==> src/rtl/bcd_pkg.sv <==
// Shared definitions for the handshaked binary-to-BCD converter:
// FSM encoding, BCD digit width and a constant clog2 helper.
package bcd_pkg;

  localparam int BCD_W = 4;

  typedef enum logic [1:0] {
    IDLE  = 2'd0,
    SHIFT = 2'd1,
    DONE  = 2'd2
  } state_e;

  function automatic int clog2(input int value);
    int res;
    res = 0;
    while ((32'sd1 <<< res) < value) begin
      res = res + 1;
    end
    return res;
  endfunction

endpackage

==> src/rtl/binary_to_bcd_hs_dabble_step.sv <==
// One double-dabble step: add 3 to every digit above 4, then shift the
// whole BCD vector left by one with carry-in; the bit leaving the top is carry-out.
module bcd_dabble_step
  import bcd_pkg::*;
#(
  parameter int DIGITS = 5
) (
  input  logic [BCD_W*DIGITS-1:0] bcd_i,
  input  logic                    cin_i,
  output logic [BCD_W*DIGITS-1:0] bcd_o,
  output logic                    cout_o
);

  logic [BCD_W*DIGITS-1:0] adj_s;

  // Per-digit add-3 correction ahead of the shift
  always_comb begin
    adj_s = bcd_i;
    for (int i = 0; i < DIGITS; i++) begin
      if (bcd_i[i*BCD_W +: BCD_W] > 4'd4) begin
        adj_s[i*BCD_W +: BCD_W] = bcd_i[i*BCD_W +: BCD_W] + 4'd3;
      end else begin
        adj_s[i*BCD_W +: BCD_W] = bcd_i[i*BCD_W +: BCD_W];
      end
    end
  end

  assign bcd_o  = {adj_s[BCD_W*DIGITS-2:0], cin_i};
  assign cout_o = adj_s[BCD_W*DIGITS-1];

endmodule

==> src/rtl/binary_to_bcd_hs.sv <==
// Serial binary-to-BCD converter with signed mode, valid/ready on both sides,
// sticky overflow and a leading-zero digit count for display blanking.
module binary_to_bcd_hs
  import bcd_pkg::*;
#(
  parameter int BITS_IN    = 16,
  parameter int BCD_DIGITS = 5,
  parameter int SIGNED     = 1,
  parameter int CNT_W      = clog2(BITS_IN + 1),
  parameter int LZ_W       = (BCD_DIGITS > 1) ? clog2(BCD_DIGITS) : 1
) (
  input  logic                          clk_i,
  input  logic                          rst_i,
  input  logic                          ce_i,
  input  logic                          in_valid_i,
  output logic                          in_ready_o,
  input  logic [BITS_IN-1:0]            dat_binary_i,
  output logic                          out_valid_o,
  input  logic                          out_ready_i,
  output logic [BCD_W*BCD_DIGITS-1:0]   dat_bcd_o,
  output logic                          sign_o,
  output logic                          ovf_o,
  output logic [LZ_W-1:0]               lz_o
);

  localparam int VW = BCD_W * BCD_DIGITS;
  localparam logic [CNT_W-1:0] LAST_CNT = CNT_W'(BITS_IN - 1);

  state_e               state_q, state_d;
  logic [CNT_W-1:0]     cnt_q, cnt_d;
  logic [BITS_IN-1:0]   mag_q, mag_d;
  logic [VW-1:0]        bcd_q, bcd_d;
  logic                 sign_q, sign_d;
  logic                 sticky_q, sticky_d;
  logic                 out_valid_q, out_valid_d;
  logic [VW-1:0]        dat_q, dat_d;
  logic                 sign_out_q, sign_out_d;
  logic                 ovf_q, ovf_d;
  logic [LZ_W-1:0]      lz_q, lz_d;

  logic                 sign_in_s;
  logic [BITS_IN-1:0]   mag_neg_s;
  logic [VW-1:0]        step_bcd_s;
  logic                 step_cout_s;
  logic                 accept_s;

  // Zero digits from the top, stopping at the first non-zero one; the
  // least significant digit is never counted so a zero value shows "0".
  function automatic logic [LZ_W-1:0] lead_zeros(input logic [VW-1:0] v);
    logic [LZ_W-1:0] n;
    logic            stop;
    n    = '0;
    stop = 1'b0;
    for (int i = BCD_DIGITS - 1; i >= 1; i--) begin
      if (!stop && (v[i*BCD_W +: BCD_W] == 4'd0)) begin
        n = n + LZ_W'(1);
      end else begin
        stop = 1'b1;
      end
    end
    return n;
  endfunction

  // -2^(BITS_IN-1) negates to itself, which is the correct unsigned magnitude
  assign sign_in_s = (SIGNED != 0) ? dat_binary_i[BITS_IN-1] : 1'b0;
  assign mag_neg_s = ~dat_binary_i + {{(BITS_IN-1){1'b0}}, 1'b1};

  bcd_dabble_step #(
    .DIGITS (BCD_DIGITS)
  ) u_step (
    .bcd_i  (bcd_q),
    .cin_i  (mag_q[BITS_IN-1]),
    .bcd_o  (step_bcd_s),
    .cout_o (step_cout_s)
  );

  // Ready: free in IDLE, busy in SHIFT, passes consumer ready through in DONE
  always_comb begin
    case (state_q)
      IDLE:    in_ready_o = 1'b1;
      SHIFT:   in_ready_o = 1'b0;
      DONE:    in_ready_o = out_ready_i;
      default: in_ready_o = 1'b0;
    endcase
  end

  assign accept_s = in_ready_o & in_valid_i;

  // Next-state, datapath and output-register loads
  always_comb begin
    state_d     = state_q;
    cnt_d       = cnt_q;
    mag_d       = mag_q;
    bcd_d       = bcd_q;
    sign_d      = sign_q;
    sticky_d    = sticky_q;
    out_valid_d = out_valid_q;
    dat_d       = dat_q;
    sign_out_d  = sign_out_q;
    ovf_d       = ovf_q;
    lz_d        = lz_q;

    case (state_q)
      IDLE: begin
        state_d = state_q;
      end
      SHIFT: begin
        if (ce_i) begin
          mag_d    = {mag_q[BITS_IN-2:0], 1'b0};
          bcd_d    = step_bcd_s;
          sticky_d = sticky_q | step_cout_s;
          cnt_d    = cnt_q + CNT_W'(1);
          if (cnt_q == LAST_CNT) begin
            dat_d       = step_bcd_s;
            sign_out_d  = sign_q;
            ovf_d       = sticky_q | step_cout_s;
            lz_d        = lead_zeros(step_bcd_s);
            out_valid_d = 1'b1;
            state_d     = DONE;
          end else begin
            state_d = SHIFT;
          end
        end else begin
          state_d = SHIFT;
        end
      end
      DONE: begin
        if (out_ready_i) begin
          out_valid_d = 1'b0;
          state_d     = IDLE;
        end else begin
          state_d = DONE;
        end
      end
      default: begin
        state_d     = IDLE;
        out_valid_d = 1'b0;
      end
    endcase

    // Acceptance overrides the DONE->IDLE move for zero-bubble back-to-back
    if (accept_s) begin
      mag_d    = sign_in_s ? mag_neg_s : dat_binary_i;
      sign_d   = sign_in_s;
      bcd_d    = '0;
      sticky_d = 1'b0;
      cnt_d    = '0;
      state_d  = SHIFT;
    end else begin
      sign_d = sign_d;
    end
  end

  // State and datapath registers
  always_ff @(posedge clk_i or posedge rst_i) begin
    if (rst_i) begin
      state_q     <= IDLE;
      cnt_q       <= '0;
      mag_q       <= '0;
      bcd_q       <= '0;
      sign_q      <= 1'b0;
      sticky_q    <= 1'b0;
      out_valid_q <= 1'b0;
      dat_q       <= '0;
      sign_out_q  <= 1'b0;
      ovf_q       <= 1'b0;
      lz_q        <= '0;
    end else begin
      state_q     <= state_d;
      cnt_q       <= cnt_d;
      mag_q       <= mag_d;
      bcd_q       <= bcd_d;
      sign_q      <= sign_d;
      sticky_q    <= sticky_d;
      out_valid_q <= out_valid_d;
      dat_q       <= dat_d;
      sign_out_q  <= sign_out_d;
      ovf_q       <= ovf_d;
      lz_q        <= lz_d;
    end
  end

  assign out_valid_o = out_valid_q;
  assign dat_bcd_o   = dat_q;
  assign sign_o      = sign_out_q;
  assign ovf_o       = ovf_q;
  assign lz_o        = lz_q;

endmodule

==> config.mk <==
export PLATFORM = sky130hd
export DESIGN_NAME = binary_to_bcd_hs
export DESIGN_NICKNAME = d
export VERILOG_FILES = /design/src/rtl/bcd_pkg.sv /design/src/rtl/binary_to_bcd_hs_dabble_step.sv /design/src/rtl/binary_to_bcd_hs.sv
export SDC_FILE = /design/constraint.sdc
export NUM_CORES = 1
export LEC_CHECK = 0
export ABC_AREA = 0
export BUFFER_PORTS_ARGS = -buffer_cell sky130_fd_sc_hd__buf_2
export CORE_UTILIZATION = 58
export DETAILED_ROUTE_END_ITERATION = 10
export GPL_TIMING_DRIVEN = 1
export PLACE_DENSITY = 0.92
export REMOVE_ABC_BUFFERS = 1
export SLEW_MARGIN = 20
export SYNTH_ARGS = -nofsm -noshare
export SYNTH_HDL_FRONTEND = slang
export SYNTH_HIERARCHICAL = 1
export SYNTH_SLANG_ARGS = --single-unit
==> constraint.sdc <==
create_clock -name clk_i -period 3.2 [get_ports clk_i]
set_input_delay 0.32 -clock clk_i [delete_from_list [all_inputs] [get_ports clk_i]]
set_output_delay 0.32 -clock clk_i [all_outputs]
set_load 0.03 [all_outputs]
==> results by group <==
CTS
  • Root buf cell: clkbuf_8
  • Worst skew pair latency: 0.35 ns
  • TritonCTS Sinks: 71
  • Max Root-Sink Buffers: 2
  • Setup bufs post-CTS: 0
  • Clock transition at the registers of the reported paths: 0.07 ns
  • Num CTS Buffers: 9
  • # H-tree levels: 3
  • CTS tree: done

Global routing
  • First-pass GRT wire length: 13.17 mm
  • GRT Residual Overflow: 0
  • Total track usage: 0.2355
  • Largest net degree at the start of global routing: 30
  • Vias in the first global route: 3053
  • Initial antenna violation count: 0

Yosys
  • Post-synthesis sequential area ratio: 0.4644
  • Synth top area share: 0.4644
  • Post-Syn Area: 3826 µm²
  • Mux share of post-synthesis cell area: 0.08044
  • Commonest cells in the netlist: nand2_1 (89), dfrtp_1 (71), a21oi_1 (34), inv_1 (24), mux2_2 (22)
  • Post-synth EDFFs: 0
  • Mapped Avg Cell Area: 9.264 µm²
  • Post-synthesis cell type count: 39
  • Largest family of logic cells by synthesized area: simple AND/OR/NAND/NOR gates
  • Synth Flop Type: dfrtp_1
  • Area contributors post-synth: dfrtp_1 (46%), nand2_1 (8.7%), mux2_2 (6.5%)
  • FF+latch count, synth: 71
  • Mapped Cells: 413
  • Post-Synth Simple-Gate Area: 0.1697
  • Synth area leader: dfrtp_1
  • Synth Area in Compound Gates: 0.1373
  • Count leader, synth: nand2_1
  • Post-synth ARST share: 1.000
  • XOR/XNOR Fraction of Synth Area: 0.04807
  • Ys Warns: 6
  • Post-synthesis adder-cell area fraction: 0.05559

Route
  • Wirelength per Cell: 13.98 µm
  • Met2 wire len: 3.897 mm
  • Met3 routed WL: 328 µm
  • Initial DRC Count: 166
  • WL final: 7.551 mm
  • Vias: 3027
  • First-pass iteration count of the detailed router: 4
  • Routed Antenna Nets: 0
  • Met1 WL: 3.236 mm
  • Post-DR vias/cell: 5.606
  • DRC violations left: 0
  • Highest routed layer: met4

Critical path
  • Worst Path Required: 3.46 ns
  • CP Data Arrival Time: 2.90 ns
  • Startpoint Class: flop
  • Cell Chain, Critical Path: inv_1 > ha_1 > inv_1 > a21oi_2 > xnor2_1 > or4_1 > o21ai_0 > inv_1 > ha_1 > nor2_1 > o31ai_1
  • Most frequent CP cell: inv_1
  • Slowest Stage Delay on Critical Path: 0.54 ns
  • Critical path type: reg -> reg
  • CP max FO: 4
  • Slowest-stage cell, CP: or4_1
  • Worst setup EP type: flop

STA
  • Hold WS: 0.2933 ns
  • Max Slew Vio Count: 0
  • Setup violations, final: 0
  • Worst slew margin: 0.4207
  • Setup TNS: 0 ns
  • Worst Skew: 0.005723 ns
  • Max Freq: 0.3786 GHz
  • Crit share post-route: 0.8254
  • Least-Margin Pin Slew: 0.8668 ns
  • RSZ-0062 raised after global routing: no
  • Hold Vio Cnt, Final: 0
  • Minimum clock period: 2.641 ns

Power and ir drop
  • Lkg Pwr: 0.002265 µW
  • Peak supply drop: 554.5 µV
  • Sw frac: 0.3199
  • Tot Pwr: 2736 µW
  • Clk network pwr share: 0.317
  • Internal Power: 1861 µW
  • P_sw: 875.1 µW
  • PD cells: 624.9 nW/µm²
  • Combinational share of power: 0.260
  • Sequential power share: 0.422

Die
  • Row cnt: 29
  • Die width: 83.22 µm
  • Die area: 6926 µm²
  • Initial Util: 0.6026
  • Core area: 6350 µm²
  • # IOs: 48
  • Die Height: 83.22 µm

Status
  • Status: completed

Placed design
  • Cells after DPL: 523
  • Hpwl dp: 5.441 mm
  • IO Port Bufs: 47
  • Global placement routability congestion: 0.8171

Finish
  • Final instance count without filler cells: 540
  • Antenna Cells: 0
  • Area Overhead vs Synth: 14.42%
  • Layout cells sized above 1: 0.2138
  • Core Util, Final: 0.6895
  • Final #Nets: 496

Min path
  • Min-Delay Path Class: in -> reg

Run
  • Max Cap Violations: 0
[sequential cells by signal, summed over array words and instances (netlist names)]
name,count
lz_o,3
state_q,2
ovf_o,1
bcd_q,20
out_valid_o,1
sign_o,1
sign_q,1
sticky_q,1
mag_q,16
dat_bcd_o,20
cnt_q,5
[metrics by stage]
step	area (µm²)	worst slack, ns
final	4378	0.5586
after floorplan	3746	0.4484
after global placement	4123	0.8325
after CTS	4378	0.5967
after detailed placement	4123	0.6102
after global routing	4378	0.3870
[placed cells by master, fill, tap and decap left out, types with 3 or more instances in the layout]
master     netlist  final
nand2_1         89     89
dfrtp_1         71     71
buf_2            1     47
a21oi_1         34     34
inv_1           24     23
mux2_2          22     22
ha_1            17     17
nor2_1          16     16
o21ai_0         13     13
xor2_1          13     13
and3_1          11     11
clkbuf_8         0     10
nor3_1           8      8
xnor2_1          8      8
a21o_1           6      6
mux2i_1          6      6
buf_4            1      6
nor4_1           5      5
nand2b_1         5      5
a31oi_1          5      5
o31ai_1          5      5
a21oi_2          5      5
o21ai_1          5      5
nor2b_1          3      3
bufinv_16        0      3
o21bai_1         3      3
a22o_1           3      3
[logic make-up after synthesis]
family | Yosys count
AND/OR/NAND/NOR | 146
adder cells (fa/ha/maj) | 17
XOR/XNOR | 21
AO/OA/AOI/OAI | 86
buffers and inverters | 44
multiplexers | 28
flip-flops | 71
[metal layers]
metal  global-route usage  up-vias
li1                     -     1488
met1               0.2824     1455
met5                    0        -
met4              0.09875        0
met2               0.4158       77
met3              0.04175        7
[power by group through the flow]
stage	combinational, µW	clock [µW]	sequential [µW]
global route	810	918	1170
CTS	715	882	1150
global placement	671	0	1160
floorplan	511	0	1160
detailed placement	706	0	1170
finish	712	868	1160
[layout make-up]
cell class,instances,area [µm²]
fillers,480,1972
clock buffers,10,137.6
flip-flops and latches,71,1777
repair buffers,54,290.3
inverters,24,90.09
well taps,77,96.34
multi-input cells,298,1879
clock inverters,6,107.6
[worst max-delay path, delay by kind of cell, from the launching register on]
family                     cells  cell delay, ns
DFF                            1            0.42
adders and majority gates      2            0.46
xor gates and xnor gates       1            0.14
buffers and inverters          3            0.27
and+or+nand+nor                2            0.58
AOI/OAI and AO/OA              3            0.68
[what timing repair did]
item,4_1_cts,5_1_grt
endpoints found under the hold margin,19,0
endpoints found under the setup margin,0,0
hold buffers,1,0
gates resized for setup,0,0
[path summary, 6_finish.rpt]
kind	startpoint	endpoint	slack [ns]	depth (start not counted)
worst max register to register	bcd_q[12]$_DFFE_PP0P_	lz_o[1]$_DFFE_PP0P_	0.56	11
worst min register to register	ovf_o$_DFFE_PP0P_	ovf_o$_DFFE_PP0P_	0.48	2
worst min-delay path	dat_binary_i[9]	mag_q[9]$_DFFE_PP0P_	0.29	3
worst max-delay path	bcd_q[12]$_DFFE_PP0P_	lz_o[1]$_DFFE_PP0P_	0.56	11
max in group asynchronous	rst_i	dat_bcd_o[15]$_DFFE_PP0P_	1.94	4
min in group asynchronous	rst_i	mag_q[1]$_DFFE_PP0P_	0.53	3
No activity file was read; power rests on OpenSTA's default activity.
